`config.mk`:
```
export PLATFORM = sky130hd
export DESIGN_NAME = majority_vote_sched_flat
export DESIGN_NICKNAME = d
export VERILOG_FILES = /design/src/rtl/majority_vote_sched_pkg.sv /design/src/rtl/majority_vote_sched_if.sv /design/src/rtl/majority_vote_sched_rr_arbiter.sv /design/src/rtl/majority_vote_sched.sv /design/src/flat_wrapper.sv
export SDC_FILE = /design/constraint.sdc
export NUM_CORES = 1
export LEC_CHECK = 0
export BUFFER_PORTS_ARGS = -buffer_cell sky130_fd_sc_hd__buf_4
export CAP_MARGIN = 25
export CORE_ASPECT_RATIO = 1.75
export CORE_MARGIN = 2
export CORE_UTILIZATION = 45
export CTS_CLUSTER_SIZE = 30
export DETAILED_ROUTE_END_ITERATION = 8
export PLACE_DENSITY_LB_ADDON = 0.15
export SLEW_MARGIN = 10
export SYNTH_ARGS = -nofsm -noshare
export SYNTH_HDL_FRONTEND = slang
export SYNTH_SLANG_ARGS = --single-unit
```
`constraint.sdc`:
```
create_clock -name clk -period 4.6 [get_ports clk]
set_clock_uncertainty 0.2 [all_clocks]
set_input_delay 0.69 -clock clk [delete_from_list [all_inputs] [get_ports clk]]
set_output_delay 0.69 -clock clk [all_outputs]
set_load 0.01 [all_outputs]
```
`src/rtl/majority_vote_sched_pkg.sv`:
```
// Shared constants and vote helpers for the majority-vote scheduler and other vote consumers.
package majority_vote_sched_pkg;

    localparam int unsigned NREQ_DEFAULT = 4;
    localparam int unsigned VOTE_W       = 3;
    localparam int unsigned CNT_W        = 8;
    localparam logic [CNT_W-1:0] CNT_MAX = '1;

    // 2-of-3 majority, same gate structure as the legacy pair/triple detector
    function automatic logic maj3(input logic [VOTE_W-1:0] v);
        return (v[0] & v[1]) | ((v[0] | v[1]) & v[2]);
    endfunction

    function automatic logic unanimous(input logic [VOTE_W-1:0] v);
        return (v == 3'b000) || (v == 3'b111);
    endfunction

endpackage

```
`src/rtl/majority_vote_sched_if.sv`:
```
// Request/response bus between requester channels, the scheduler and the downstream consumer.
interface majority_vote_sched_if
    import majority_vote_sched_pkg::*;
#(
    parameter int unsigned NREQ = NREQ_DEFAULT
);
    localparam int unsigned CW = $clog2(NREQ);

    logic [NREQ-1:0]        req_val;
    logic [VOTE_W*NREQ-1:0] req_bits;
    logic [NREQ-1:0]        req_rdy;
    logic                   resp_val;
    logic                   resp_rdy;
    logic [CW-1:0]          resp_chan;
    logic                   resp_vote;
    logic [CNT_W-1:0]       disagree_cnt;

    modport master (
        output req_val, req_bits, resp_rdy,
        input  req_rdy, resp_val, resp_chan, resp_vote, disagree_cnt
    );

    modport slave (
        input  req_val, req_bits, resp_rdy,
        output req_rdy, resp_val, resp_chan, resp_vote, disagree_cnt
    );
endinterface

```
`src/rtl/majority_vote_sched_rr_arbiter.sv`:
```
// Round-robin arbiter: first asserted request at or after i_ptr, wrapping modulo NREQ.
module rr_arbiter #(
    parameter int unsigned NREQ = 4
) (
    input  logic [NREQ-1:0]          i_req,
    input  logic [$clog2(NREQ)-1:0]  i_ptr,
    output logic [NREQ-1:0]          o_grant,
    output logic [$clog2(NREQ)-1:0]  o_idx,
    output logic                     o_any
);
    localparam int unsigned CW = $clog2(NREQ);

    logic [CW:0] w_pos;

    always_comb begin
        o_grant = '0;
        o_idx   = '0;
        o_any   = 1'b0;
        w_pos   = '0;
        for (int k = 0; k < NREQ; k++) begin
            w_pos = {1'b0, i_ptr} + (CW+1)'(k);
            if (w_pos >= (CW+1)'(NREQ)) begin
                w_pos = w_pos - (CW+1)'(NREQ);
            end
            if (!o_any && i_req[w_pos[CW-1:0]]) begin
                o_grant[w_pos[CW-1:0]] = 1'b1;
                o_idx                  = w_pos[CW-1:0];
                o_any                  = 1'b1;
            end
        end
    end

endmodule

```
`src/rtl/majority_vote_sched.sv`:
```
// Shares one 2-of-3 majority detector among NREQ channels; registered single-entry response
// plus a saturating count of non-unanimous votes.
module majority_vote_sched
    import majority_vote_sched_pkg::*;
#(
    parameter int unsigned NREQ = NREQ_DEFAULT
) (
    input  logic                  clk,
    input  logic                  reset,
    majority_vote_sched_if.slave  bus
);
    localparam int unsigned CW = $clog2(NREQ);

    logic [CW-1:0]     r_ptr;
    logic              r_resp_val;
    logic [CW-1:0]     r_resp_chan;
    logic              r_resp_vote;
    logic [CNT_W-1:0]  r_cnt;

    logic [NREQ-1:0]   w_grant;
    logic [CW-1:0]     w_idx;
    logic              w_any;
    logic              w_out_free;
    logic              w_accept;
    logic [VOTE_W-1:0] w_sel_bits;

    rr_arbiter #(.NREQ(NREQ)) u_arb (
        .i_req   (bus.req_val),
        .i_ptr   (r_ptr),
        .o_grant (w_grant),
        .o_idx   (w_idx),
        .o_any   (w_any)
    );

    // Output slot can take a new response if empty or draining this edge
    assign w_out_free  = ~r_resp_val | bus.resp_rdy;
    assign w_accept    = w_any & w_out_free & ~reset;
    assign bus.req_rdy = reset ? '0 : (w_grant & {NREQ{w_out_free}});

    always_comb begin
        w_sel_bits = '0;
        for (int i = 0; i < NREQ; i++) begin
            if (w_idx == CW'(i)) begin
                w_sel_bits = bus.req_bits[VOTE_W*i +: VOTE_W];
            end
        end
    end

    always_ff @(posedge clk) begin
        if (reset) begin
            r_ptr       <= '0;
            r_resp_val  <= 1'b0;
            r_resp_chan <= '0;
            r_resp_vote <= 1'b0;
            r_cnt       <= '0;
        end else if (w_accept) begin
            r_resp_val  <= 1'b1;
            r_resp_chan <= w_idx;
            r_resp_vote <= maj3(w_sel_bits);
            r_ptr       <= (w_idx == CW'(NREQ-1)) ? '0 : w_idx + CW'(1);
            if (!unanimous(w_sel_bits) && (r_cnt != CNT_MAX)) begin
                r_cnt <= r_cnt + CNT_W'(1);
            end
        end else if (r_resp_val && bus.resp_rdy) begin
            r_resp_val <= 1'b0;
        end
    end

    assign bus.resp_val     = r_resp_val;
    assign bus.resp_chan    = r_resp_chan;
    assign bus.resp_vote    = r_resp_vote;
    assign bus.disagree_cnt = r_cnt;

endmodule

```
`src/flat_wrapper.sv`:
```
// flat-port wrapper written by rule: the top's interface ports become plain ports
module majority_vote_sched_flat import majority_vote_sched_pkg::*;
#(
    parameter int unsigned NREQ = NREQ_DEFAULT
)
  (clk, reset, bus_req_val, bus_req_bits, bus_resp_rdy, bus_req_rdy, bus_resp_val, bus_resp_chan, bus_resp_vote, bus_disagree_cnt);
  majority_vote_sched_if #(.NREQ(NREQ)) bus_i ();
  input  logic clk;
  input  logic reset;
  input wire logic [$bits(bus_i.req_val)-1:0] bus_req_val;
  input wire logic [$bits(bus_i.req_bits)-1:0] bus_req_bits;
  input wire logic [$bits(bus_i.resp_rdy)-1:0] bus_resp_rdy;
  output wire logic [$bits(bus_i.req_rdy)-1:0] bus_req_rdy;
  output wire logic [$bits(bus_i.resp_val)-1:0] bus_resp_val;
  output wire logic [$bits(bus_i.resp_chan)-1:0] bus_resp_chan;
  output wire logic [$bits(bus_i.resp_vote)-1:0] bus_resp_vote;
  output wire logic [$bits(bus_i.disagree_cnt)-1:0] bus_disagree_cnt;
  assign bus_i.req_val = bus_req_val;
  assign bus_i.req_bits = bus_req_bits;
  assign bus_i.resp_rdy = bus_resp_rdy;
  assign bus_req_rdy = bus_i.req_rdy;
  assign bus_resp_val = bus_i.resp_val;
  assign bus_resp_chan = bus_i.resp_chan;
  assign bus_resp_vote = bus_i.resp_vote;
  assign bus_disagree_cnt = bus_i.disagree_cnt;
  majority_vote_sched #(.NREQ(NREQ)) u_core (.clk(clk), .reset(reset), .bus(bus_i));
endmodule
```
==> metrics, run 1 <==
Post-synth EDFFs=0; worst-skew pair later-pin latency=0.25 ns; Hold Path Class=reg -> reg; status=finished clean; Area after DPL=1727 um2; Via Count=1,411; final WL=3836 um; sw power=0.4071 mW; fmax=233.3 MHz; CTS tree=built; crit path kind=reg -> reg; Synth async-reset ratio=0; Critical Path AT=4.23 ns; worst hold margin=0.2834 ns; Least-Margin Pin Slew=0.4901 ns; GRT overflow=0; Hold Fails Final Rpt=0; Util after Layout=0.5733; Clock transition at path regs=0.06 ns; Clock Sinks=14; GP Congestion=0.8444; htree depth=1; Post-CTS Setup Inserts=0; synth-to-layout area growth=22.02%; Mapped Cells=172; Core ar.=3108 um2; syn nets=204; syn avg cell area=8.489 um2; Leak=0.7682 nW; DRC Markers=0; clk root buf=clkbuf_8; pwr dens=503.6 nW/um2; count of pins over their slew limit=0; ratio of cells with drive above 1 in the final layout=0.3035; Comb power frac=0.680; sequential cell fraction of total power=0.182; DRT iter0 DRCs=55; port bufs=34; Setup violations, final=0; cts repair resizes=0; post-synthesis register bit count=14; CP Launch Type=flop; DR WL/cell=15.72 um; Crit Path Max Fanout=11; proportion of synthesized chip area in sequential cells=0.1919; FILL cells=328; Vias/cell=5.783; largest net degree at the start of global routing=20; GRT Total Usage=0.2184; internal power=0.4902 mW; Die X=47.06 um; Die Ht=79.36 um; Starting Density=0.4698; RSZ-0062 raised after global routing=false; max-cap viol count=0; Rel. slew slack=0.6715; clock group share of total power=0.139; Die Area=3734 um2; antenna viol nets, final=0; first-pass GRT wire length=5927 um; Final Instance Area=1782 um2; Post-CTS Hold Fix Bufs=0; minimum clock period after layout=4.286 ns; cts bufs inserted=3; dominant synthesized flop cell=dfxtp_1; Clock Path Buffers=2; DRT Pass-1 Iters=4; Layout Nets=234; Synth cell types=46; VDD IR-drop max=0.0003482 V; Setup TNS Final=0 ns; FP Rows=27; vias in the first global route=1,375; I/O pin total=35; ANT cells=0; CP required=4.54 ns; fin crit share=0.9317; synth warn=0; DPL Wire Length=3047 um; Worst setup EP type=flop; synthesized area=1460 um2; initial antenna violation count=0; sw frac=0.4537
## registers in the layout, indices dropped and copies added (netlist names)
signal and flops:
u_core.bus.resp_chan 2, u_core.bus.disagree_cnt 8, u_core.bus.resp_val 1, u_core.r_ptr 2, u_core.bus.resp_vote 1
## placed cells by master, fill, tap and decap left out, types with 7 or more instances in the layout
cell type	n
dfxtp_1	14
ha_1	13
buf_4	36
nand2_1	9
a21oi_1	11
nand2b_1	7
nor2b_1	7
nor3_1	8
nor2_1	8
## stage by stage
stage,power [mW],std cells,worst slack [ns]
final,0.8973,244,0.3142
after global routing,0.9539,244,0.05803
after CTS,0.8973,244,0.3398
after detailed placement,0.7684,240,0.3567
after global placement,0.7532,240,0.5001
after floorplan,0.6329,172,0.3702
## area by class of cell
cell class | instances | area, um2 | share of cell area
clock buffers | 4 | 55.05 | 0.03090
flip-flops and latches | 14 | 280.3 | 0.1573
multi-input cells | 142 | 1104 | 0.6194
inverters | 5 | 18.77 | 0.01053
repair buffers | 36 | 270.3 | 0.1517
well taps | 43 | 53.80 | 0.03020
## worst max-delay path: stages (launching register included)
cell	delay, ns
dfxtp_1	0.33
inv_1	0.12
ha_1	0.50
mux4_2	0.65
a2111oi_2	0.32
o22ai_1	0.21
inv_1	0.13
ha_1	0.42
nor2b_1	0.22
a211oi_2	0.09
or3_1	0.48
and3_1	0.22
mux2_4	0.29
## power by group through the flow
stage | Sequential [mW] | Clock, mW | Combinational, mW
global placement | 0.165 | 0 | 0.588
detailed placement | 0.165 | 0 | 0.603
CTS | 0.162 | 0.129 | 0.606
global route | 0.166 | 0.130 | 0.658
finish | 0.163 | 0.124 | 0.610
floorplan | 0.179 | 0 | 0.454
## path summary, 6_finish.rpt
kind / start / end / slack, ns / cells past startpoint
max: u_core.r_ptr[0] / u_core.bus.disagree_cnt[5] / 0.31 / 12
min: u_core.bus.resp_chan[1] / u_core.bus.resp_chan[1] / 0.28 / 2
max reg2reg: u_core.r_ptr[0] / u_core.bus.disagree_cnt[5] / 0.31 / 12
min reg2reg: u_core.bus.resp_chan[1] / u_core.bus.resp_chan[1] / 0.28 / 2
## synth_stat cells, types with 2 or more instances
cell type / number / area [um2]
a211oi_1: 2 / 15.01
a211oi_2: 5 / 62.56
a21o_1: 2 / 15.01
a21oi_1: 11 / 55.05
a22o_1: 4 / 35.03
a22oi_1: 5 / 37.54
and3_1: 6 / 37.54
buf_2: 7 / 35.03
clkbuf_1: 3 / 11.26
dfxtp_1: 14 / 280.3
ha_1: 13 / 162.7
inv_1: 4 / 15.01
mux2_1: 2 / 22.52
mux2_2: 2 / 22.52
mux2i_1: 4 / 40.04
mux4_2: 3 / 67.56
nand2_1: 9 / 33.78
nand2b_1: 7 / 43.79
nand3_1: 5 / 25.02
nand3b_1: 6 / 45.04
nand4_1: 5 / 31.28
nor2_1: 8 / 30.03
nor2b_1: 7 / 43.79
nor3_1: 8 / 40.04
nor3b_1: 2 / 15.01
nor3b_2: 2 / 25.02
o21ai_1: 5 / 25.02
o31ai_1: 2 / 15.01
or3_1: 2 / 12.51
## per-layer routing
metal	vias to the layer above	wire length, um	GRT usage
met1	672	1341	0.1890
li1	704	-	-
met3	9	72	0.01364
met4	0	102	0.1028
met2	26	2320	0.4438
met5	-	0	0
## cells by family after synthesis
kind of cell    after synthesis  synth area share
flops                        14            0.1919
buf+inv                      16           0.05226
fa+ha+maj                    13            0.1114
mux                          12            0.1148
compound gates               41            0.2108
simple gates                 76            0.3188
Power figures use the tool's default switching activity.
==> inputs of run 2 (changes only) <==
--- a/config.mk
+++ b/config.mk
@@ -12,7 +12,8 @@
 export CORE_UTILIZATION = 45
 export CTS_CLUSTER_SIZE = 30
 export DETAILED_ROUTE_END_ITERATION = 8
-export PLACE_DENSITY_LB_ADDON = 0.15
+export PLACE_DENSITY = 0.74
+export SETUP_SLACK_MARGIN = 0.1
 export SLEW_MARGIN = 10
 export SYNTH_ARGS = -nofsm -noshare
 export SYNTH_HDL_FRONTEND = slang
==> run 2 against run 1 <==
Flip-flop and latch count unchanged. Clock-buffer cell count shrank 1. Largest cell class unchanged. Register-to-register slack better by 0.08 ns. Critical path type unchanged.
==> metrics, run 2 (synthesized netlist as in run 1, its figures left out) <==
status=finished clean; GR Util met3=0.02273 (+0.009091); ANT cells=0 (unchanged); Clock transition at path regs=0.06 ns (about the same); Worst Min Path Start=u_core.bus.resp_chan[1]; antenna viol nets, final=0 (unchanged); largest net degree at the start of global routing=20 (unchanged); initial antenna violation count=0 (unchanged); count of pins over their slew limit=0 (unchanged); Post-CTS Hold Fix Bufs=0 (unchanged); cts bufs inserted=3 (unchanged); ratio of cells with drive above 1 in the final layout=0.3035 (unchanged); Hold Fails Final Rpt=0 (unchanged); Starting Density=0.4698 (unchanged); VDD IR-drop max=0.0003200 V (-8.1%); CP required=4.53 ns (about the same); vias in the first global route=1,427 (+3.8%); met2 Use GR=0.4397 (-0.004110); minimum clock period after layout=4.202 ns (-0.08410 ns); max FFs per register=8 (unchanged); launch point of the worst path=u_core.r_ptr[0]; Worst Hold Endpoint=u_core.bus.resp_chan[1]; start of the worst register-to-register path=u_core.r_ptr[0]; RSZ-0062 raised after global routing=false; GRT busiest layer=met2; Hold Path Class=reg -> reg; Clock Path Buffers=2 (unchanged); final WL=3684 um (-4.0%); GRT overflow=0 (unchanged); fmax=238.0 MHz (+2.0%); Crit Path Max Fanout=11 (unchanged); DRT Pass-1 Iters=4 (unchanged); GRT Total Usage=0.2162 (-0.002215); worst-skew pair later-pin latency=0.24 ns (about the same); Via Count=1,402 (-0.64%); GP Congestion=0.8807 (+4.3%); I/O pin total=35 (unchanged); Leak=0.7661 nW (-0.28%); Core ar.=3108 um2 (unchanged); commonest non-fill, non-tap cell in the layout=buf_4; CTS tree=built; Layout Nets=235 (+0.43%); Die Ht=79.36 um (unchanged); fin crit share=0.9134 (-0.01828); Die Area=3734 um2 (unchanged); CP Launch Type=flop; Clock Sinks=14 (unchanged); port bufs=34 (unchanged); Setup TNS Final=0 ns (unchanged); DRT iter0 DRCs=51 (-7.3%); Die X=47.06 um (unchanged); Least-Margin Pin Slew=0.4117 ns (-0.07836 ns); worst reg2reg path depth=14 (+2); crit path kind=reg -> reg; first-pass GRT wire length=5975 um (+0.81%); Util after Layout=0.5713 (-0.002013); hold path depth=2 (unchanged); DPL Wire Length=2983 um (-2.1%); htree depth=1 (unchanged); FP Rows=27 (unchanged); clk root buf=clkbuf_8; cts repair resizes=0 (unchanged); reg-to-reg critical path endpoint=u_core.bus.disagree_cnt[5]; pwr dens=497.5 nW/um2 (-1.2%); Reg2Reg Setup Slack=0.40 ns (+0.08 ns); Setup violations, final=0 (unchanged); commonest cells after routing, fill and taps aside=buf_4 (37), dfxtp_1 (14), ha_1 (13); Power Total=0.8833 mW (-1.6%); DRC Markers=0 (unchanged); Vias/cell=5.746 (-0.64%); max-cap viol count=0 (unchanged); Worst setup EP type=flop; synth-to-layout area growth=21.59%; Post-CTS Setup Inserts=0 (unchanged); Critical Path AT=4.13 ns (-0.10 ns); Rel. slew slack=0.7255 (+0.05402); DR WL/cell=15.10 um (-4.0%); M1 GR Usage=0.1849 (-0.004125)
[run 2: stage by stage]
stage	instance area (um2)	std cells	setup slack, ns	hold WS, ns
2_1_floorplan	1460	172	0.3702	0.2971
3_3_place_gp	1734	241	0.5689	0.2884
3_5_place_dp	1734	241	0.4117	0.3004
4_1_cts	1775	244	0.4020	0.3120
5_1_grt	1775	244	0.1279	0.3385
6_report	1775	244	0.3983	0.3020
[run 2: layout make-up]
type | instances | area (um2)
clock buffers | 3 | 41.29
fillers | 298 | 1333
inverters | 5 | 18.77
multi-input cells | 142 | 1104
flip-flops and latches | 14 | 280.3
well taps | 43 | 53.80
repair buffers | 37 | 277.8
[run 2: metal layers]
metal / wire length [um] / vias up
met2: 2243 / 26
met3: 65 / 11
met5: 0 / -
met4: 102 / 0
li1: - / 704
met1: 1271 / 661
[run 2: worst max-delay path by stage]
stage | end | slack, ns | depth (start not counted)
global placement | u_core.bus.disagree_cnt[5] | 0.57 | 14
detailed placement | u_core.bus.disagree_cnt[5] | 0.41 | 14
finish | u_core.bus.disagree_cnt[5] | 0.40 | 14
floorplan | u_core.bus.disagree_cnt[5] | 0.37 | 16
global route | u_core.bus.disagree_cnt[5] | 0.13 | 14
CTS | u_core.bus.disagree_cnt[5] | 0.40 | 14
[run 2: worst max-delay path, stage by stage, from the launching register on]
cell	delay, ns
dfxtp_1	0.33
inv_1	0.12
ha_1	0.36
buf_4	0.18
or3b_1	0.37
a211o_1	0.27
o21ai_2	0.23
o22ai_1	0.20
inv_1	0.11
ha_1	0.41
nor2b_1	0.23
a211oi_2	0.09
or3_1	0.48
and3_1	0.22
mux2_4	0.29
[run 2: report_power, final]
part,switching [mW],total (mW),internal (mW)
sequential,0.0199,0.165,0.145
combinational,0.345,0.620,0.275
clock,0.0407,0.0985,0.0579
total,0.406,0.883,0.478
==> inputs of run 3 (changes only) <==
--- a/config.mk
+++ b/config.mk
@@ -13,6 +13,7 @@
 export CTS_CLUSTER_SIZE = 30
 export DETAILED_ROUTE_END_ITERATION = 8
 export PLACE_DENSITY = 0.74
+export REMOVE_ABC_BUFFERS = 1
 export SETUP_SLACK_MARGIN = 0.1
 export SLEW_MARGIN = 10
 export SYNTH_ARGS = -nofsm -noshare
==> run 3 against run 2 <==
Die area stayed put. Sequential power about the same. Non-clock buffer count fell by 1. Via count grew 4.9%. Setup slack worse by 0.022 ns. Wire length up 5.6%.
==> metrics, run 3 (synthesized netlist as in run 1, its figures left out) <==
final WL=3890 um (+5.6%); commonest non-fill, non-tap cell in the layout=buf_4; DR WL/cell=15.94 um (+5.6%); max-cap viol count=0 (unchanged); Crit Path Max Fanout=10 (-1); Die Area=3734 um2 (unchanged); Hold Fails Final Rpt=0 (unchanged); fin crit share=0.9182 (+0.004793); worst hold margin=0.3051 ns (+0.003033 ns); Least-Margin Pin Slew=0.4162 ns (+0.004507 ns); Post-CTS Setup Inserts=0 (unchanged); ANT cells=0 (unchanged); commonest cells after routing, fill and taps aside=buf_4 (36), dfxtp_1 (14), ha_1 (12); max FFs per register=8 (unchanged); max incr delay on CP=0.65 ns (+0.17 ns); RSZ-0062 raised after global routing=false; Die X=47.06 um (unchanged); port bufs=34 (unchanged); Die Ht=79.36 um (unchanged); Power Total=0.9067 mW (+2.7%); DRT iter0 DRCs=51 (unchanged); worst reg2reg path depth=12 (-2); I/O pin total=35 (unchanged); crit path kind=reg -> reg; Via Count=1,470 (+4.9%); worst-skew pair later-pin latency=0.24 ns (about the same); pwr dens=508.2 nW/um2 (+2.1%); Worst setup EP type=flop; CTS tree=built; Setup TNS Final=0 ns (unchanged); Hold Path Class=reg -> reg; Clock Path Buffers=2 (unchanged); count of pins over their slew limit=0 (unchanged); Core ar.=3108 um2 (unchanged); synth-to-layout area growth=22.19%; first-pass GRT wire length=5947 um (-0.47%); Setup violations, final=0 (unchanged); Starting Density=0.4698 (unchanged); initial antenna violation count=0 (unchanged); CP Cell Sequence=inv_1 > ha_1 > mux4_2 > a22oi_1 > a21o_1 > inv_1 > ha_1 > nand3b_1 > a211oi_2 > nor3_1 > or4_4 > mux2i_1; Clock transition at path regs=0.06 ns (about the same); Vias/cell=6.025 (+4.9%); DRT Pass-1 Iters=4 (unchanged); htree depth=1 (unchanged); status=finished clean; ratio of cells with drive above 1 in the final layout=0.3085 (+0.004975); Rel. slew slack=0.7220 (-0.003513); minimum clock period after layout=4.224 ns (+0.02205 ns); Clock Sinks=14 (unchanged); CP Launch Type=flop; GP Congestion=0.8171 (-7.2%); Crit-path slowest cell=mux4_2; DPL Wire Length=3127 um (+4.8%); DRC Markers=0 (unchanged); GRT Total Usage=0.2105 (-0.005655); fmax=236.8 MHz (-0.52%); hold path depth=2 (unchanged); Critical Path AT=4.15 ns (+0.02 ns); cts bufs inserted=3 (unchanged); vias in the first global route=1,419 (-0.56%); clk root buf=clkbuf_8; FP Rows=27 (unchanged); largest net degree at the start of global routing=20 (unchanged); Leak=0.7662 nW (about the same); CP required=4.52 ns (about the same); GRT overflow=0 (unchanged); VDD IR-drop max=0.0003378 V (+5.6%); antenna viol nets, final=0 (unchanged); Layout Nets=234 (-0.43%)
==> run 3: worst paths after layout <==
| kind | from | endpoint | slack [ns] |
|---|---|---|---|
| setup / recovery | u_core.r_ptr[1] | u_core.bus.disagree_cnt[6] | 0.38 |
| hold / removal | u_core.bus.resp_chan[0] | u_core.bus.resp_chan[0] | 0.31 |
| setup reg to reg | u_core.r_ptr[1] | u_core.bus.disagree_cnt[6] | 0.38 |
| hold reg to reg | u_core.bus.resp_chan[0] | u_core.bus.resp_chan[0] | 0.31 |
==> run 3: critical path, delay by kind of cell, from the launching register on <==
kind,cells,cell delay [ns]
flops,1,0.37
buf+inv,2,0.22
mux,2,0.78
fa+ha+maj,2,0.75
simple gates,3,0.85
compound gates,3,0.94
==> run 3: metrics by stage <==
step,worst slack [ns],area [um2],utilization,instances
final,0.3763,1784,0.5741,244
after detailed placement,0.3401,1727,0.5556,240
after floorplan,0.2862,1403,-,161
after global placement,0.4621,1727,0.5556,240
after CTS,0.3091,1782,0.5733,244
after global routing,0.1540,1784,0.5741,244
==> run 3: layout make-up <==
cell class,instances,area [um2]
Clock buffer,4,55.05
Fill cell,308,1324
Inverter,5,18.77
Multi-Input combinational cell,142,1106
Sequential cell,14,280.3
Tap cell,43,53.80
Timing Repair Buffer,36,270.3
==> run 3: where the power goes <==
group,internal [mW],total (mW),switching (mW)
clock network,0.0757,0.119,0.0430
registers,0.145,0.166,0.0208
logic,0.272,0.622,0.350
total,0.492,0.907,0.414
==> run 3: repair_timing <==
item / 4_1_cts / 5_1_grt
hold buffers: 0 / 0
resized for setup: 0 / 1
endpoints found under the setup margin: 0 / 3
==> run 3: routing by layer <==
layer,up-vias,routed length (um),track usage
met5,-,0,0
met2,45,2383,0.4548
li1,702,-,-
met1,709,1308,0.1751
met3,14,103,0.01136
met4,0,95,0.06111
